File: config.mk
export PLATFORM = sky130hd
export DESIGN_NAME = axi4_lite_initiator
export DESIGN_NICKNAME = d
export VERILOG_FILES = /design/src/rtl/axi4_lite_initiator.sv
export SDC_FILE = /design/constraint.sdc
export NUM_CORES = 1
export LEC_CHECK = 0
export BUFFER_PORTS_ARGS = -buffer_cell sky130_fd_sc_hd__buf_2
export CORE_MARGIN = 4
export CORE_UTILIZATION = 35
export CTS_CLUSTER_DIAMETER = 30
export DETAILED_ROUTE_END_ITERATION = 10
export PLACE_DENSITY = 0.67
export RECOVER_POWER = 50
export SYNTH_ARGS = -nofsm -noshare
export SYNTH_HDL_FRONTEND = slang
export SYNTH_SLANG_ARGS = --single-unit
File: constraint.sdc
create_clock -name clk -period 1.7 [get_ports clk]
set_clock_uncertainty 0.05 [all_clocks]
set_input_delay 0.34 -clock clk [delete_from_list [all_inputs] [get_ports clk]]
set_output_delay 0.34 -clock clk [all_outputs]
set_load 0.01 [all_outputs]
File: src/rtl/axi4_lite_initiator.sv
// axi4_lite_initiator: single-transaction AXI4-Lite master; cmd_* is the local command/status side, M_AXI_* is the AXI4-Lite master port
module axi4_lite_initiator #(
  parameter int ADDR_WIDTH = 32,
  parameter int DATA_WIDTH = 32
) (
  input  logic                  clk,
  input  logic                  reset,
  input  logic                  cmd_start,
  input  logic                  cmd_write,
  input  logic [ADDR_WIDTH-1:0] cmd_addr,
  input  logic [DATA_WIDTH-1:0] cmd_wdata,
  input  logic [3:0]            cmd_wstrb,
  output logic                  cmd_idle,
  output logic                  cmd_done,
  output logic [1:0]            cmd_resp,
  output logic [DATA_WIDTH-1:0] cmd_rdata,
  output logic [ADDR_WIDTH-1:0] M_AXI_AWADDR,
  output logic                  M_AXI_AWVALID,
  output logic [2:0]            M_AXI_AWPROT,
  input  logic                  M_AXI_AWREADY,
  output logic [DATA_WIDTH-1:0] M_AXI_WDATA,
  output logic [3:0]            M_AXI_WSTRB,
  output logic                  M_AXI_WVALID,
  input  logic                  M_AXI_WREADY,
  input  logic [1:0]            M_AXI_BRESP,
  input  logic                  M_AXI_BVALID,
  output logic                  M_AXI_BREADY,
  output logic [ADDR_WIDTH-1:0] M_AXI_ARADDR,
  output logic [2:0]            M_AXI_ARPROT,
  output logic                  M_AXI_ARVALID,
  input  logic                  M_AXI_ARREADY,
  input  logic [DATA_WIDTH-1:0] M_AXI_RDATA,
  input  logic [1:0]            M_AXI_RRESP,
  input  logic                  M_AXI_RVALID,
  output logic                  M_AXI_RREADY
);
  typedef enum logic [2:0] {IDLE, WR_ADDR_DATA, WR_RESP, RD_ADDR, RD_DATA} state_t;
  state_t                state_q;
  logic [ADDR_WIDTH-1:0] addr_q;
  logic [DATA_WIDTH-1:0] wdata_q;
  logic [DATA_WIDTH-1:0] rdata_q;
  logic [3:0]            wstrb_q;
  logic [1:0]            resp_q;
  logic                  awvalid_q;
  logic                  wvalid_q;
  logic                  bready_q;
  logic                  arvalid_q;
  logic                  rready_q;
  logic                  done_q;
  logic                  idle_q;
  logic                  aw_ok;
  logic                  w_ok;
  // a channel is finished once its VALID has dropped, or it handshakes this cycle
  assign aw_ok         = !awvalid_q || M_AXI_AWREADY;
  assign w_ok          = !wvalid_q || M_AXI_WREADY;
  assign cmd_idle      = idle_q;
  assign cmd_done      = done_q;
  assign cmd_resp      = resp_q;
  assign cmd_rdata     = rdata_q;
  assign M_AXI_AWADDR  = addr_q;
  assign M_AXI_AWVALID = awvalid_q;
  assign M_AXI_AWPROT  = 3'b000;
  assign M_AXI_WDATA   = wdata_q;
  assign M_AXI_WSTRB   = wstrb_q;
  assign M_AXI_WVALID  = wvalid_q;
  assign M_AXI_BREADY  = bready_q;
  assign M_AXI_ARADDR  = addr_q;
  assign M_AXI_ARPROT  = 3'b000;
  assign M_AXI_ARVALID = arvalid_q;
  assign M_AXI_RREADY  = rready_q;
  always_ff @(posedge clk) begin
    if (reset) begin
      state_q   <= IDLE;
      addr_q    <= '0;
      wdata_q   <= '0;
      wstrb_q   <= '0;
      rdata_q   <= '0;
      resp_q    <= '0;
      awvalid_q <= 1'b0;
      wvalid_q  <= 1'b0;
      bready_q  <= 1'b0;
      arvalid_q <= 1'b0;
      rready_q  <= 1'b0;
      done_q    <= 1'b0;
      idle_q    <= 1'b1;
    end else begin
      done_q <= 1'b0;
      case (state_q)
        IDLE: if (cmd_start) begin
          addr_q    <= cmd_addr;
          wdata_q   <= cmd_wdata;
          wstrb_q   <= cmd_wstrb;
          idle_q    <= 1'b0;
          state_q   <= cmd_write ? WR_ADDR_DATA : RD_ADDR;
          awvalid_q <= cmd_write;
          wvalid_q  <= cmd_write;
          arvalid_q <= !cmd_write;
        end
        WR_ADDR_DATA: begin
          awvalid_q <= awvalid_q && !M_AXI_AWREADY;
          wvalid_q  <= wvalid_q && !M_AXI_WREADY;
          if (aw_ok && w_ok) begin
            state_q  <= WR_RESP;
            bready_q <= 1'b1;
          end
        end
        WR_RESP: if (M_AXI_BVALID) begin
          state_q  <= IDLE;
          bready_q <= 1'b0;
          done_q   <= 1'b1;
          idle_q   <= 1'b1;
          resp_q   <= M_AXI_BRESP;
        end
        RD_ADDR: if (M_AXI_ARREADY) begin
          state_q   <= RD_DATA;
          arvalid_q <= 1'b0;
          rready_q  <= 1'b1;
        end
        RD_DATA: if (M_AXI_RVALID) begin
          state_q  <= IDLE;
          rready_q <= 1'b0;
          done_q   <= 1'b1;
          idle_q   <= 1'b1;
          resp_q   <= M_AXI_RRESP;
          rdata_q  <= M_AXI_RDATA;
        end
        default: state_q <= IDLE;
      endcase
    end
  end
endmodule

* Word-level counts from Yosys, hierarchy flattened *
Index checks and enable logic that the tools add are counted.

word-level totals
  register bits = 112
  output and inout bits = 147
  logic and storage cells = 77
  bits of input ports = 113

operators by class
  equality and inequality tests = 9
  reductions and logical operators = 26
  multiplexer cells = 29

operators with widths
  cell                                           count
  two-way mux 3 bit                              5
  one-hot mux 3 bit (5 select lines)             1
  two-way mux 1 bit                              12
  one-hot mux 1 bit (2 select lines)             6
  AND reduction 3 bit                            4
  inequality test 2 bit, second input constant   5
  nonzero test 2 bit                             5
  == test 3 x 2 -> 1 bit, second input constant  2
  two-way mux 2 bit                              3
  AND reduction 2 bit                            3
  logical NOT 1 bit                              5
  AND reduction 5 bit                            1
  one-hot mux 2 bit (2 select lines)             1
  AND reduction 4 bit                            1
  == test 3 x 1 -> 1 bit, second input constant  1
  == test 3 bit, second input constant           1
  logical AND 1 bit                              3
  logical NOT 3 bit                              1
  one-hot mux 1 bit (3 select lines)             1
  nonzero test 3 bit                             1
  logical OR 1 bit                               2

* Longest topological paths before layout *
  depth after elaboration = 5
  mapped depth = 8
  depth with buffers taken out = 4

* Worst setup path before layout *
Ideal clock, no wire load.

  path type = register -> register
  start = register state_q[0]
  end = register state_q[2]
  data arrival time = 1364 ps
  setup time = 121 ps
  stages on the path, launching flop included = 5
  buffers on the path = 1
  slack = 164 ps
  required time = 1529 ps
  clock period less this slack = 1536 ps
  cell sequence = dfxtp_1 -> buf_4 -> or3b_4 -> o221ai_2 -> mux2_4

between the ends
  longest elaborated chain between the ends = 3
  elaborated cells on any way between the ends = 12
  those cells by class = eq/ne: 9; mux: 1; reduce/logical: 2

RTL lines
  item                                            line  source
  start, declared                                 38    state_t state_q;
  start signal, assigned                          94    state_q <= cmd_write ? WR_ADDR_DATA : RD_ADDR;
  == test 3 x 1 -> 1 bit (tied with other cells)  88    case (state_q)
  inequality test 2 bit (no source line)          --
  AND reduction 5 bit (no source line)            --

Parallel ways exist; a longest one is shown, timed or not.
A chain may end at the register's enable or synchronous reset.

* Worst setup path after layout *
  start = register state_q[1]
  end = register state_q[2]

The elaborated chain is that of the path after synthesis.

==> results_tabular.tex <==
\begin{tabular}{lr}
\hline
Metric & Value \\
\hline
\multicolumn{2}{l}{\textbf{Routing}} \\
Number of iterations in the first detailed-routing pass & 6 \\
Average wire per standard cell & 13.2 um \\
Initial DRC Count & 219 \\
Via total after detailed routing & 4132 \\
Final routed wirelength across all metal layers & 12.2 mm \\
Post-detailed-route count of antenna-violating nets & 0 \\
Number of vias per cell after detailed routing & roughly 4.5 \\
Post-route DRC violation count & 0 \\
\multicolumn{2}{l}{\textbf{GRT}} \\
Global-route usage over all layers & 16.4\% \\
Number of antenna violations at the first check in global routing & 1 \\
Number of global-route vias before repair & roughly 3600 \\
Largest net degree at the start of global routing & 64 \\
Congestion Overflow GR & 0 \\
Global-route wire length before repair & about 19 mm \\
\multicolumn{2}{l}{\textbf{Synthesis}} \\
Xor-xnor portion of the synthesized cell area & 0\% \\
Largest family of logic cells by synthesized area & simple AND/OR/NAND/NOR gates \\
Mux share of post-synthesis cell area & 1.27\% \\
Synth Area per Inst & 7.93 um\^{}2 \\
Number of instances in the synthesized netlist & 546 \\
Sequential-to-total area share from yosys stat & about half \\
Number of flip-flops and latches in the synthesized netlist & 112 \\
Most numerous cell types in the synthesized netlist & nand2\_1, dfxtp\_1, a21oi\_1 \\
Yosys Warn Count & 0 \\
Area fraction in compound gates after synthesis & between 10\% and 20\% \\
Top cell type's share of synthesized area & 51.8\% \\
Number of enable-type register cells in the synthesized netlist & 0 \\
Share of flip-flops with an asynchronous set or reset & 0\% \\
Adder-cell share of the synthesized area & 0\% \\
Leading cell types by total area after synthesis & dfxtp\_1, nand2\_1, a21oi\_1 \\
Library cells used by synthesis & 30 \\
Cell taking the most area after synthesis & dfxtp\_1 \\
Simple logic cell fraction of the synthesized area & between 20 and 25\% \\
Most used flip-flop cell after synthesis & dfxtp\_1 \\
Synthesized area & 4330 um\^{}2 \\
Most frequent cell after synthesis & nand2\_1 \\
\multicolumn{2}{l}{\textbf{CTS}} \\
CTS tree & done \\
CTS H-tree depth & 3 \\
Clock-pin slew on the worst setup and hold paths & 70 ps \\
Source-to-sink clock delay at the later pin of the worst-skew pair & between 300 and 400 ps \\
Number of buffers on the longest clock path & 2 \\
Number of CTS-inserted buffers & 9 \\
Master cell of the clock root buffer & clkbuf\_16 \\
Clock net sink count & 112 \\
\multicolumn{2}{l}{\textbf{Floorplanning}} \\
Die outline height & 119 um \\
Starting Density & 35.9\% \\
Floorplan die area & $\sim$14000 um\^{}2 \\
I/O pin cnt & 260 \\
Core ar. & 12100 um\^{}2 \\
Row cnt & 40 \\
Width of the chip & 119 um \\
\multicolumn{2}{l}{\textbf{Critical path}} \\
Capturing element type of the critical path & flip-flop \\
Maximum fanout encountered on the critical timing path & 12 \\
Top cell family by delay on the critical path & flip-flops \\
Data required, critical path & 1890 ps \\
Critical Path Max Stage Delay & 440 ps \\
Buffer and inverter count on the worst path & 0 \\
Crit path launch type & flip-flop \\
Worst path arrival time & 1740 ps \\
Critical-path cell list & or3b\_4 -> o221ai\_2 -> mux2\_4 \\
Critical path class & reg2reg \\
Slowest CP cell & dfxtp\_1 \\
\multicolumn{2}{l}{\textbf{Placed design}} \\
Final GP Congestion & 0.820 \\
Hpwl dp & 8.76 mm \\
Port-buffer cells & 253 \\
\multicolumn{2}{l}{\textbf{Cells and area}} \\
Footprint of the multi-input gates & 1650 um\^{}2 \\
Filler cell count & 1324 \\
Flip-flop and latch area & roughly 2200 um\^{}2 \\
P\&R area growth vs syn & 31.8\% \\
Net count of the finished layout & 864 \\
Fraction of layout instances using a drive strength above 1 & a little over a fifth \\
\multicolumn{2}{l}{\textbf{Pwr}} \\
Pwr/cell area & 1210 nW/um\^{}2 \\
Power consumption & 0.00689 W \\
Highest ir drop seen on vdd & 0.935 mV \\
Cell leakage power & $\sim$2.3 nW \\
\multicolumn{2}{l}{\textbf{STA}} \\
RSZ-0062 raised after global routing & no \\
Max-slew violations & 0 \\
Minimum period implied by the final worst setup slack & 1560 ps \\
Finish-stage setup viols & 0 \\
Final Hold Viols & 0 \\
Final hold slack & between 150 and 200 ps \\
Period utilization & 91.6\% \\
Total Negative Setup Slacks & 0 ps \\
Maximum clock frequency & about 640 MHz \\
\multicolumn{2}{l}{\textbf{Hold path}} \\
Min-delay worst type & in2reg \\
\multicolumn{2}{l}{\textbf{Status}} \\
Status & finished clean \\
\multicolumn{2}{l}{\textbf{Run}} \\
Max Cap Violations & 0 \\
\hline
\end{tabular}
## cell families after synthesis
| group | Yosys count |
|---|---|
| buffers and inverters | 76 |
| multiplexers | 5 |
| AND/OR/NAND/NOR | 234 |
| AO/OA/AOI/OAI | 118 |
| other | 1 |
| flip-flops | 112 |
## registers in the layout (all words and copies together) (netlist names)
register and cells:
cmd_done 1, M_AXI_WSTRB 4, cmd_rdata 32, M_AXI_ARADDR 32, M_AXI_AWVALID 1, M_AXI_BREADY 1
M_AXI_WVALID 1, M_AXI_RREADY 1, cmd_resp 2, M_AXI_WDATA 32, M_AXI_ARVALID 1, state_q 3
cmd_idle 1
## worst paths after layout
check | from | to | slack (ps) | cells past startpoint
max | state_q[1] | state_q[2] | 140 | 3
min | cmd_wdata[10] | M_AXI_WDATA[10] | 170 | 3
max reg2reg | state_q[1] | state_q[2] | 140 | 3
min reg2reg | cmd_rdata[31] | cmd_rdata[31] | 400 | 2
## worst register-to-register path, stage by stage, from the launching register on
cell and delay (ps):
dfxtp_1 440, or3b_4 440, o221ai_2 200, mux2_4 320
## stage by stage
step	setup WS, ps	instances	area [um^2]	util, %
2_1_floorplan	164	551	4350	-
3_3_place_gp	170	908	5540	45.9
3_5_place_dp	148	908	5540	45.9
4_1_cts	136	923	5860	48.6
5_1_grt	32.1	924	5710	47.3
6_report	144	924	5710	47.3
## final cells by class
cell class	instances	share of cell area, %
Sequential cell	112	39.3
Multi-Input combinational cell	363	29.0
Timing Repair Buffer	264	22.3
Clock buffer	12	4.50
Tap cell	168	3.68
Clock inverter	3	1.14
Inverter	1	0.0658
Antenna cell	1	0.0439
## what timing repair did
action                                  in CTS  in global routing
resized for setup                            0                  1
hold buffers                                 0                  0
setup buffers                                0                  0
endpoints found under the setup margin       0                  1
## cells in the final DEF (no fill, tap or decap)
cell type / count
buf_4: 6
and3_2: 1
a21oi_2: 2
mux2i_1: 4
mux2_4: 1
o21ai_0: 3
o221ai_2: 1
dfxtp_1: 111
inv_2: 1
clkbuf_16: 9
buf_2: 127
nor4b_1: 1
a211o_1: 1
conb_1: 6
nor2_1: 10
dfxtp_2: 1
or3b_4: 1
nand3_1: 1
nor2_2: 1
clkinv_2: 1
buf_12: 6
nand3b_1: 3
and2_1: 1
bufinv_16: 2
a21oi_1: 106
a211oi_1: 2
nand2b_1: 2
o31a_1: 1
nand4b_1: 2
nand2_1: 205
a32oi_1: 1
clkbuf_1: 126
diode_2: 1
nand3_2: 1
nor3b_2: 1
nor2b_1: 4
o21ai_1: 1
clkbuf_8: 2
## metal layers
metal	GRT usage, %	routed length (um)
met1	19.9	5210
met2	26.7	5780
met3	6.46	1090
met4	5.07	166
met5	0	0
## where the power goes
part	internal (W)	total, W	leakage (nW)	switching, W
clock network	0.00136	0.00227	0.159	0.000907
logic	0.000601	0.00156	1.20	0.000956
registers	0.00289	0.00307	0.914	0.000173
total	0.00486	0.00689	2.28	0.00204
(Power assumes the default switching activity.)
